`src/rtl/instr_fetch_stage_pkg.sv`:
```
// Shared constants and types for the fetch stage and its IF/ID register.
// Keeps the jump-target field positions and bubble encoding in one place.
package instr_fetch_stage_pkg;

  localparam logic [31:0] NOP_WORD      = 32'h0000_0000;
  localparam logic [31:0] PC_STEP       = 32'd4;
  localparam int          J_INDEX_MSB   = 25;
  localparam int          PC_REGION_MSB = 31;
  localparam int          PC_REGION_LSB = 28;

  // Source of the next PC, listed lowest to highest priority.
  typedef enum logic [1:0] {
    PCSEL_SEQ    = 2'd0,
    PCSEL_HOLD   = 2'd1,
    PCSEL_JUMP   = 2'd2,
    PCSEL_BRANCH = 2'd3
  } pcSel_t;

  typedef struct packed {
    logic [31:0] instr;
    logic [31:0] pcPlus4;
    logic        valid;
  } ifId_t;

  localparam ifId_t IFID_BUBBLE = '{instr: NOP_WORD, pcPlus4: 32'h0, valid: 1'b0};

  // Redirect targets are word aligned; the two low bits are simply dropped.
  function automatic logic [31:0] alignTarget(input logic [31:0] target);
    return {target[31:2], 2'b00};
  endfunction

endpackage

```
`src/rtl/instr_fetch_stage_if_id.sv`:
```
// IF/ID pipeline register with hold and flush controls.
// Priority: reset, then flush (bubble), then hold, then load.
module instr_fetch_stage_if_id
  import instr_fetch_stage_pkg::*;
(
  input  logic        i_clk,
  input  logic        i_reset,
  input  logic        i_hold,
  input  logic        i_flush,
  input  logic [31:0] i_instr,
  input  logic [31:0] i_pcPlus4,
  output logic [31:0] o_instr,
  output logic [31:0] o_pcPlus4,
  output logic        o_valid
);

  ifId_t r_entry;
  ifId_t w_loadEntry;

  assign w_loadEntry = '{instr: i_instr, pcPlus4: i_pcPlus4, valid: 1'b1};

  always_ff @(posedge i_clk) begin
    if (i_reset) begin
      r_entry <= IFID_BUBBLE;
    end else if (i_flush) begin
      r_entry <= IFID_BUBBLE;
    end else if (!i_hold) begin
      r_entry <= w_loadEntry;
    end
  end

  assign o_instr   = r_entry.instr;
  assign o_pcPlus4 = r_entry.pcPlus4;
  assign o_valid   = r_entry.valid;

endmodule

```
`src/rtl/instr_fetch_stage.sv`:
```
// Fetch stage: PC register, next-PC selection, misalignment flag and
// accepted-fetch counter, feeding the IF/ID register.
module instr_fetch_stage
  import instr_fetch_stage_pkg::*;
#(
  parameter logic [31:0] PC_RESET    = 32'h0000_0000,
  parameter int          IMEM_ADDR_W = 10
) (
  input  logic                   i_clk,
  input  logic                   i_reset,
  input  logic                   i_stall,
  input  logic                   i_jumpId,
  input  logic                   i_jrId,
  input  logic [31:0]            i_jrTarget,
  input  logic                   i_branchTakenEx,
  input  logic [31:0]            i_branchTargetEx,
  output logic [IMEM_ADDR_W-1:0] o_imemAddr,
  input  logic [31:0]            i_imemData,
  output logic [31:0]            o_instruction,
  output logic [31:0]            o_pcPlus4Id,
  output logic                   o_validId,
  output logic [31:0]            o_pc,
  output logic                   o_misalignFault,
  output logic [31:0]            o_fetchCount
);

  logic [31:0] r_pc;
  logic        r_misalignFault;
  logic [31:0] r_fetchCount;

  logic [31:0] w_idInstr;
  logic [31:0] w_idPcPlus4;
  logic        w_idValid;
  logic [31:0] w_pcPlus4;
  logic [31:0] w_jumpTgt;
  logic        w_takeJump;
  pcSel_t      w_pcSel;
  logic [31:0] w_redirectRaw;
  logic [31:0] w_nextPc;
  logic        w_redirect;
  logic        w_misalign;

  assign w_pcPlus4 = r_pc + PC_STEP;
  assign w_jumpTgt = {w_idPcPlus4[PC_REGION_MSB:PC_REGION_LSB],
                      w_idInstr[J_INDEX_MSB:0], 2'b00};

  // A bubble in ID must never redirect, and a stalled jump waits its turn.
  assign w_takeJump = (i_jumpId || i_jrId) && w_idValid && !i_stall;

  always_comb begin
    w_pcSel = PCSEL_SEQ;
    if (i_branchTakenEx) begin
      w_pcSel = PCSEL_BRANCH;
    end else if (w_takeJump) begin
      w_pcSel = PCSEL_JUMP;
    end else if (i_stall) begin
      w_pcSel = PCSEL_HOLD;
    end
  end

  always_comb begin
    w_redirectRaw = w_jumpTgt;
    if (w_pcSel == PCSEL_BRANCH) begin
      w_redirectRaw = i_branchTargetEx;
    end else if (i_jrId) begin
      w_redirectRaw = i_jrTarget;
    end
  end

  assign w_redirect = (w_pcSel == PCSEL_BRANCH) || (w_pcSel == PCSEL_JUMP);
  assign w_misalign = w_redirect && (w_redirectRaw[1:0] != 2'b00);

  always_comb begin
    w_nextPc = w_pcPlus4;
    case (w_pcSel)
      PCSEL_BRANCH,
      PCSEL_JUMP:   w_nextPc = alignTarget(w_redirectRaw);
      PCSEL_HOLD:   w_nextPc = r_pc;
      default:      w_nextPc = w_pcPlus4;
    endcase
  end

  // The fault flag is sticky until reset; the counter tracks IF/ID loads only.
  always_ff @(posedge i_clk) begin
    if (i_reset) begin
      r_pc            <= PC_RESET;
      r_misalignFault <= 1'b0;
      r_fetchCount    <= 32'h0;
    end else begin
      r_pc <= w_nextPc;
      if (w_misalign) begin
        r_misalignFault <= 1'b1;
      end
      if (w_pcSel == PCSEL_SEQ) begin
        r_fetchCount <= r_fetchCount + 32'd1;
      end
    end
  end

  instr_fetch_stage_if_id u_ifId (
    .i_clk     (i_clk),
    .i_reset   (i_reset),
    .i_hold    (w_pcSel == PCSEL_HOLD),
    .i_flush   (w_redirect),
    .i_instr   (i_imemData),
    .i_pcPlus4 (w_pcPlus4),
    .o_instr   (w_idInstr),
    .o_pcPlus4 (w_idPcPlus4),
    .o_valid   (w_idValid)
  );

  assign o_imemAddr      = r_pc[IMEM_ADDR_W+1:2];
  assign o_instruction   = w_idInstr;
  assign o_pcPlus4Id     = w_idPcPlus4;
  assign o_validId       = w_idValid;
  assign o_pc            = r_pc;
  assign o_misalignFault = r_misalignFault;
  assign o_fetchCount    = r_fetchCount;

endmodule
```
`config.mk`:
```
export PLATFORM = sky130hd
export DESIGN_NAME = instr_fetch_stage
export DESIGN_NICKNAME = d
export VERILOG_FILES = /design/src/rtl/instr_fetch_stage_pkg.sv /design/src/rtl/instr_fetch_stage_if_id.sv /design/src/rtl/instr_fetch_stage.sv
export SDC_FILE = /design/constraint.sdc
export NUM_CORES = 1
export LEC_CHECK = 0
export BUFFER_PORTS_ARGS = -buffer_cell sky130_fd_sc_hd__buf_2
export CELL_PAD_IN_SITES_DETAIL_PLACEMENT = 2
export CELL_PAD_IN_SITES_GLOBAL_PLACEMENT = 2
export CORE_ASPECT_RATIO = 2
export CORE_MARGIN = 2
export CORE_UTILIZATION = 29
export DETAILED_ROUTE_END_ITERATION = 6
export GPL_TIMING_DRIVEN = 0
export MAX_ROUTING_LAYER = met4
export PLACE_DENSITY_LB_ADDON = 0.1
export REMOVE_ABC_BUFFERS = 1
export SYNTH_ARGS = -nofsm -noshare
export SYNTH_HDL_FRONTEND = slang
export SYNTH_SLANG_ARGS = --single-unit
```
`constraint.sdc`:
```
create_clock -name i_clk -period 7 [get_ports i_clk]
set_input_delay 0 -clock i_clk [delete_from_list [all_inputs] [get_ports i_clk]]
set_output_delay 0 -clock i_clk [all_outputs]
set_load 0.05 [all_outputs]
```
==> flow_metrics.env, run 1 <==
export IMPL_run_status="finished clean"
export IMPL_grt_pass1_vias=7648
export IMPL_syn_to_final_growth_pct=39.54
export IMPL_fmax_mhz=320.7
export IMPL_crit_fanout=9
export IMPL_yosysUniqueCellTypes=56
export IMPL_ctsHtreeMaxLevel=4
export IMPL_vias_per_cell=5.224
export IMPL_grt_max_degree=66
export IMPL_row_count=77
export IMPL_root_buffer="clkbuf_16"
export IMPL_rr_worst_depth=6
export IMPL_wl_per_cell_um=19.69
export IMPL_clk_path_buf_depth=2
export IMPL_fin_tns_setup_ns=0
export IMPL_ys_ff_latch=126
export IMPL_dpl_hpwl_um=18620
export IMPL_critPathLaunch="o_pc[2]$_SDFFE_PP0P_"
export IMPL_fin_crit_ns=3.119
export IMPL_start_kind="flop"
export IMPL_cts_tree="built"
export IMPL_syn_area_um2=6432
export IMPL_p_leak_nw=3.802
export IMPL_cts_buffers=17
export IMPL_ir_worst_vdd_mv=0.1612
export IMPL_cp_arrival_ns=3.48
export IMPL_utilization_pct=40.86
export IMPL_cp_cell_sequence="ha_1 > nand4_1 > nor3_2 > nand4_1 > or4_1 > o211ai_1"
export IMPL_start_util_pct=29.28
export IMPL_cts_sinks=126
export IMPL_setup_ws_ns=3.881
export IMPL_grt_pass1_wl_um=41330
export IMPL_drt_wl_total_um=26860
export IMPL_die_area_um2=23460
export IMPL_crit_path_end_kind="flop"
export IMPL_worst_hold_slack_ns=0.01577
export IMPL_post_cts_resized=0
export IMPL_path_clk_slew_ns=0.06
export IMPL_io_pins=242
export IMPL_seq_area_frac_synth_pct=39.21
export IMPL_syn_avg_cell_area_um2=7.778
export IMPL_dr_pass1_iters=4
export IMPL_setup_violations_final=0
export IMPL_synth_edff_count=0
export IMPL_clk_insertion_delay_late_ns=0.44
export IMPL_overflow=0
export IMPL_place_congestion=0.7632
export IMPL_die_y_um=214.6
export IMPL_layout_drive_gt1_share_pct=26.77
export IMPL_ant_nets=0
export IMPL_hold_violations=0
export IMPL_route_detailed_drc=0
export IMPL_hp_class="in -> reg"
export IMPL_fp_dieW_um=109.3
export IMPL_r2r_slack_ns=3.88
export IMPL_period_share_pct=44.55
export IMPL_cp_slowest_cell="nor3_2"
export IMPL_rsz0062_at_grt="false"
export IMPL_ys_warn_count=0
export IMPL_critical_path_class="reg -> reg"
export IMPL_antenna_found_initial=1
export IMPL_grtUsageTotal_pct=23.98
export IMPL_first_iter_violations=220
export IMPL_cp_required_ns=7.36
export IMPL_power_total_w=0.002135
export IMPL_slowest_delay_ns=0.74
export IMPL_power_density_nw_per_um2=237.9
export IMPL_core_um2=21970
export IMPL_placement_io_buffers=237
export IMPL_max_slew_margin_rel_pct=17.42
export IMPL_vias=7125
export IMPL_maxCapViolations=0
export IMPL_final_setup_skew_ns=0.007387
export IMPL_post_place_ws_ns=3.883
export IMPL_timing_rr_end="o_pc[26]$_SDFFE_PP0P_"
export IMPL_worst_slew_pin_slew_ns=1.239
export IMPL_endpoint="o_pc[26]$_SDFFE_PP0P_"
export IMPL_synth_main_ff_cell="dfxtp_1"
export IMPL_rr_startpoint="o_pc[2]$_SDFFE_PP0P_"
export IMPL_slew_violations=0
export IMPL_cp_common_cell="nand4_1"
export IMPL_fin_nets=1178
export IMPL_synthCells=827
export IMPL_ys_async_sr_fraction_pct=0
state kept, by name (all words and copies together) (netlist names):
name / flops
o_misalignFault: 1
u_ifId.o_pcPlus4: 30
o_pc: 30
u_ifId.o_valid: 1
u_ifId.o_instr: 32
o_fetchCount: 32
what timing repair did:
item                                    in CTS  in global routing
endpoints found under the setup margin       0                  0
buffers inserted                             0                  0
hold buffers                                54                  0
endpoints found under the hold margin       53                  0
routing by layer:
metal	vias to the layer above	track usage, %	routed length, um
li1	3391	-	-
met1	3516	22.08	9399
met2	173	46.05	15620
met3	45	4.985	1116
met4	0	9.662	726
met5	-	-	0
how the worst min path moves through the flow:
| stage | start | cells after the start | endpoint | slack [ns] |
|---|---|---|---|---|
| floorplan | i_reset | 1 | o_fetchCount[10]$_SDFFE_PP0N_ | 0.07 |
| global placement | i_imemData[7] | 3 | u_ifId.o_instr[7]$_SDFFE_PP0P_ | 0.25 |
| detailed placement | i_imemData[27] | 3 | u_ifId.o_instr[27]$_SDFFE_PP0P_ | 0.25 |
| CTS | i_branchTargetEx[28] | 5 | o_pc[28]$_SDFFE_PP0P_ | 0.005 |
| global route | i_jrTarget[1] | 5 | o_misalignFault$_SDFFE_PP0P_ | 0.02 |
| finish | i_jrTarget[1] | 5 | o_misalignFault$_SDFFE_PP0P_ | 0.02 |
stage by stage:
| step | cell area [um2] | instances |
|---|---|---|
| global placement | 7652 | 1272 |
| floorplan | 6121 | 759 |
| finish | 8976 | 1364 |
| detailed placement | 7787 | 1277 |
| CTS | 8971 | 1363 |
| global route | 8976 | 1364 |
critical path, delay by kind of cell, from the launching register on:
kind | cells | cell delay [ns]
DFF | 1 | 0.56
and+or+nand+nor | 4 | 1.99
AOI/OAI and AO/OA | 1 | 0.10
adders and majority gates | 1 | 0.38
report_power, final:
part	total [W]	leakage [nW]	internal [W]	switching, W
clock	0.000979	0.312	0.000632	0.000348
combinational	0.000368	2.46	0.000118	0.000251
sequential	0.000787	1.03	0.000747	0.0000404
total	0.00214	3.80	0.00150	0.000639
cell usage in the layout (no fill, tap or decap), types with 17 or more instances in the layout:
master           n
nor2_1          57
dfxtp_1        126
dlygate4sd3_1   54
xor2_1          19
o21ai_0         66
nand3_1         28
xnor2_1         36
clkbuf_16       17
buf_2          236
mux2i_1         30
nand2_1        130
nor3_1          26
a21oi_1         83
cell type report:
cell class              instances  area [um2]
fillers                      2589       12990
well taps                     276       345.3
repair buffers                296        1824
multi-input cells             617        3578
clock buffers                  22       484.2
flip-flops and latches        126        2522
diodes                          1       2.502
inverters                      16       60.06
clock inverters                10       158.9
cells in the mapped netlist, drive strengths merged, types with 4 or more instances:
master,count,share of area (%)
nand2,132,7.7
dfxtp,126,39
a21oi,84,6.5
o21ai,67,5.2
nor2,59,3.4
clkbuf,52,3.0
xnor2,36,4.9
mux2i,30,4.7
nand3,28,2.2
nor3,27,2.2
buf,19,2.0
xor2,19,2.6
nand4,17,1.8
inv,16,0.93
nor4,16,1.6
a211oi,7,0.82
o311ai,7,0.95
or3,7,0.76
and4,6,0.82
nand2b,6,0.58
and3,5,0.49
a22oi,4,0.47
a31oi,4,0.39
nand3b,4,0.47
o211ai,4,0.47
o32ai,4,0.54
or4,4,0.49
cells by family (layout without fill, tap and decap cells):
logic type,Yosys count,after routing,synth area share (%)
DFF,126,126,39.21
other,1,5,0.05830
buffers and inverters,87,344,5.952
and+or+nand+nor,321,321,23.52
muxes,33,33,5.194
AOI/OAI and AO/OA,202,202,18.19
adders and majority gates,2,2,0.3890
xor gates and xnor gates,55,55,7.489
Power figures use the tool's default switching activity.
==> inputs of run 2 (changes only) <==
ABC_AREA = 1   (was not set)
CORE_UTILIZATION = 23   (was 29)
clock period = 2.6 ns   (was 7 ns; I/O delays follow)
==> run 2 against run 1 <==
  * Final cell count grew 29%
  * Wire length is 23% higher
  * Combinational power grew to 2.9 times the previous value
  * Non-clock buffer count fell by 11
  * Sequential share of layout area is 1.6 points lower
  * Synthesized cell count grew 37%
  * Synthesized area is 9.4% higher
  * Largest power group unchanged
==> flow_metrics.env, run 2 <==
export IMPL_period_share_pct=87.28
export IMPL_io_pins=242
export IMPL_core_um2=30180
export IMPL_final_setup_skew_ns=0.01004
export IMPL_ys_ff_latch=126
export IMPL_p_leak_nw=4.463
export IMPL_grt_pass1_wl_um=51150
export IMPL_synth_top_area_share_pct=35.83
export IMPL_run_status="finished clean"
export IMPL_path_delay_family="compound AO/OA/AOI/OAI gates"
export IMPL_overflow=0
export IMPL_clk_path_buf_depth=2
export IMPL_ir_worst_vdd_mv=0.4476
export IMPL_cp_cell_sequence="o21ai_4 > o21ai_4 > nor2_4 > inv_4 > nor2_1 > o21ai_0 > inv_1"
export IMPL_r2r_slack_ns=0.33
export IMPL_seq_area_frac_synth_pct=35.83
export IMPL_path_clk_slew_ns=0.06
export IMPL_cp_common_cell="o21ai_4"
export IMPL_rsz0062_at_grt="false"
export IMPL_wl_per_cell_um=18.74
export IMPL_syn_to_final_growth_pct=34.96
export IMPL_hp_class="in -> reg"
export IMPL_critPathLaunch="u_ifId.o_valid$_SDFFE_PP0P_"
export IMPL_cts_tree="built"
export IMPL_grt_max_degree=64
export IMPL_path_buf_inv=2
export IMPL_synth_top_area_cell="dfxtp_1"
export IMPL_crit_path_end_kind="flop"
export IMPL_start_kind="flop"
export IMPL_post_place_ws_ns=-0.7824
export IMPL_yosysMostFrequentCell="nand2_1"
export IMPL_fmax_mhz=440.7
export IMPL_cp_required_ns=2.93
export IMPL_die_y_um=251.4
export IMPL_worst_slew_pin_slew_ns=1.256
export IMPL_slowest_delay_ns=0.60
export IMPL_fin_nets=1484
export IMPL_vias=8401
export IMPL_place_area_um2=8446
export IMPL_timing_critical_path_depth=7
export IMPL_synthCells=1137
export IMPL_rr_startpoint="u_ifId.o_valid$_SDFFE_PP0P_"
export IMPL_cts_sinks=126
export IMPL_ys_warn_count=0
export IMPL_antenna_found_initial=0
export IMPL_place_congestion=0.8265
export IMPL_ctsHtreeMaxLevel=4
export IMPL_die_area_um2=32110
export IMPL_endpoint="u_ifId.o_pcPlus4[25]$_SDFFE_PP0P_"
export IMPL_root_buffer="clkbuf_16"
export IMPL_drt_wl_total_um=33010
export IMPL_dr_pass1_iters=4
export IMPL_final_common_cell="nand2_1"
export IMPL_cts_setup_buffers=0
export IMPL_slew_violations=0
export IMPL_synth_edff_count=0
export IMPL_route_detailed_drc=0
export IMPL_critical_path_class="reg -> reg"
export IMPL_yosysUniqueCellTypes=38
export IMPL_crit_fanout=55
export IMPL_synth_area_top_cells="dfxtp_1 (36%), nand2_1 (19%), nor2_1 (9.5%)"
export IMPL_design_area_um2=9500
export IMPL_row_count=90
export IMPL_cp_slowest_cell="inv_4"
export IMPL_clk_insertion_delay_late_ns=0.44
export IMPL_layout_drive_gt1_share_pct=21.54
export IMPL_fp_dieW_um=127.7
export IMPL_ant_nets=0
export IMPL_final_cells=1761
export IMPL_power_density_nw_per_um2=600.8
export IMPL_maxCapViolations=0
export IMPL_cts_buffers=17
export IMPL_synth_commonest_cells="nand2_1 (352), nor2_1 (178), dfxtp_1 (126)"
export IMPL_utilization_pct=31.48
export IMPL_start_util_pct=23.33
export IMPL_grtUsageTotal_pct=21.57
export IMPL_setup_ws_ns=0.3306
export IMPL_vias_per_cell=4.771
export IMPL_cp_arrival_ns=2.60
export IMPL_syn_avg_cell_area_um2=6.191
export IMPL_dpl_hpwl_um=24320
export IMPL_fin_crit_ns=2.269
export IMPL_syn_area_um2=7039
export IMPL_mostFrequentLayoutCells="nand2_1 (352), buf_2 (237), nor2_1 (178)"
export IMPL_placement_io_buffers=237
export IMPL_setup_violations_final=0
export IMPL_insertedDiodeCount=0
export IMPL_synth_main_ff_cell="dfxtp_1"
export IMPL_fin_tns_setup_ns=0
export IMPL_max_slew_margin_rel_pct=16.06
export IMPL_first_iter_violations=248
export IMPL_timing_rr_end="u_ifId.o_pcPlus4[25]$_SDFFE_PP0P_"
export IMPL_place_inst=1685
export IMPL_rr_worst_depth=7
export IMPL_grt_pass1_vias=9210
export IMPL_ys_async_sr_fraction_pct=0
export IMPL_hold_violations=0
## run 2: stage by stage
stage                     hold slack [ns]  total power [W]
after detailed placement           0.2583         0.003205
after global placement             0.2508         0.003184
after CTS                        0.002538         0.005819
final                             0.01138         0.005708
after global routing              0.03736         0.005983
after floorplan                   0.06907         0.002799
## run 2: area by class of cell
type / instances / area [um2]
Inverter: 97 / 371.6
Clock inverter: 12 / 135.1
Sequential cell: 126 / 2522
Clock buffer: 20 / 466.7
Timing Repair Buffer: 285 / 1714
Fill cell: 3770 / 20680
Multi-Input combinational cell: 853 / 3830
Tap cell: 368 / 460.4
## run 2: worst register-to-register path, delay by kind of cell, from the launching register on
family,cells,cell delay (ns)
buf+inv,2,0.65
simple gates,2,0.32
flops,1,0.42
compound gates,3,0.78
## run 2: metal layers
layer | part of all wire (%) | track usage (%) | routed length, um | vias to the layer above
met5 | 0 | - | 0 | -
li1 | - | - | - | 4079
met2 | 61 | 44.43 | 19980 | 156
met3 | 2.9 | 3.287 | 947 | 28
met1 | 35 | 19.53 | 11420 | 4138
met4 | 2.0 | 6.562 | 659 | 0
## run 2: repair_timing
item / in CTS / in global routing
endpoints found under the setup margin: 55 / 1
endpoints found under the hold margin: 42 / 0
gates resized for setup: 2 / 2
hold buffers: 44 / 0
## run 2: logic make-up after synthesis
| logic type | Yosys count | share of synthesized area [%] |
|---|---|---|
| compound gates | 197 | 14.84 |
| xor+xnor | 15 | 1.866 |
| other cells | 1 | 0.05327 |
| buf+inv | 161 | 10.02 |
| flops | 126 | 35.83 |
| simple gates | 635 | 37.02 |
| fa+ha+maj | 2 | 0.3554 |
## run 2: worst min-delay path by stage
| stage | from | end | slack, ns | cells past startpoint |
|---|---|---|---|---|
| floorplan | i_reset | o_fetchCount[16]$_SDFFE_PP0N_ | 0.07 | 1 |
| global placement | i_imemData[28] | u_ifId.o_instr[28]$_SDFFE_PP0P_ | 0.25 | 3 |
| detailed placement | i_imemData[24] | u_ifId.o_instr[24]$_SDFFE_PP0P_ | 0.26 | 3 |
| CTS | i_branchTargetEx[10] | o_pc[10]$_SDFFE_PP0P_ | 0.003 | 5 |
| global route | i_branchTargetEx[28] | o_pc[28]$_SDFFE_PP0P_ | 0.04 | 5 |
| finish | i_branchTargetEx[10] | o_pc[10]$_SDFFE_PP0P_ | 0.01 | 5 |
## run 2: where the power goes
part	total (W)	switching [W]	internal, W	leakage [nW]
sequential	0.00212	0.000101	0.00202	1.03
clock	0.00252	0.00103	0.00149	0.273
combinational	0.00108	0.000768	0.000308	3.16
total	0.00571	0.00189	0.00381	4.46
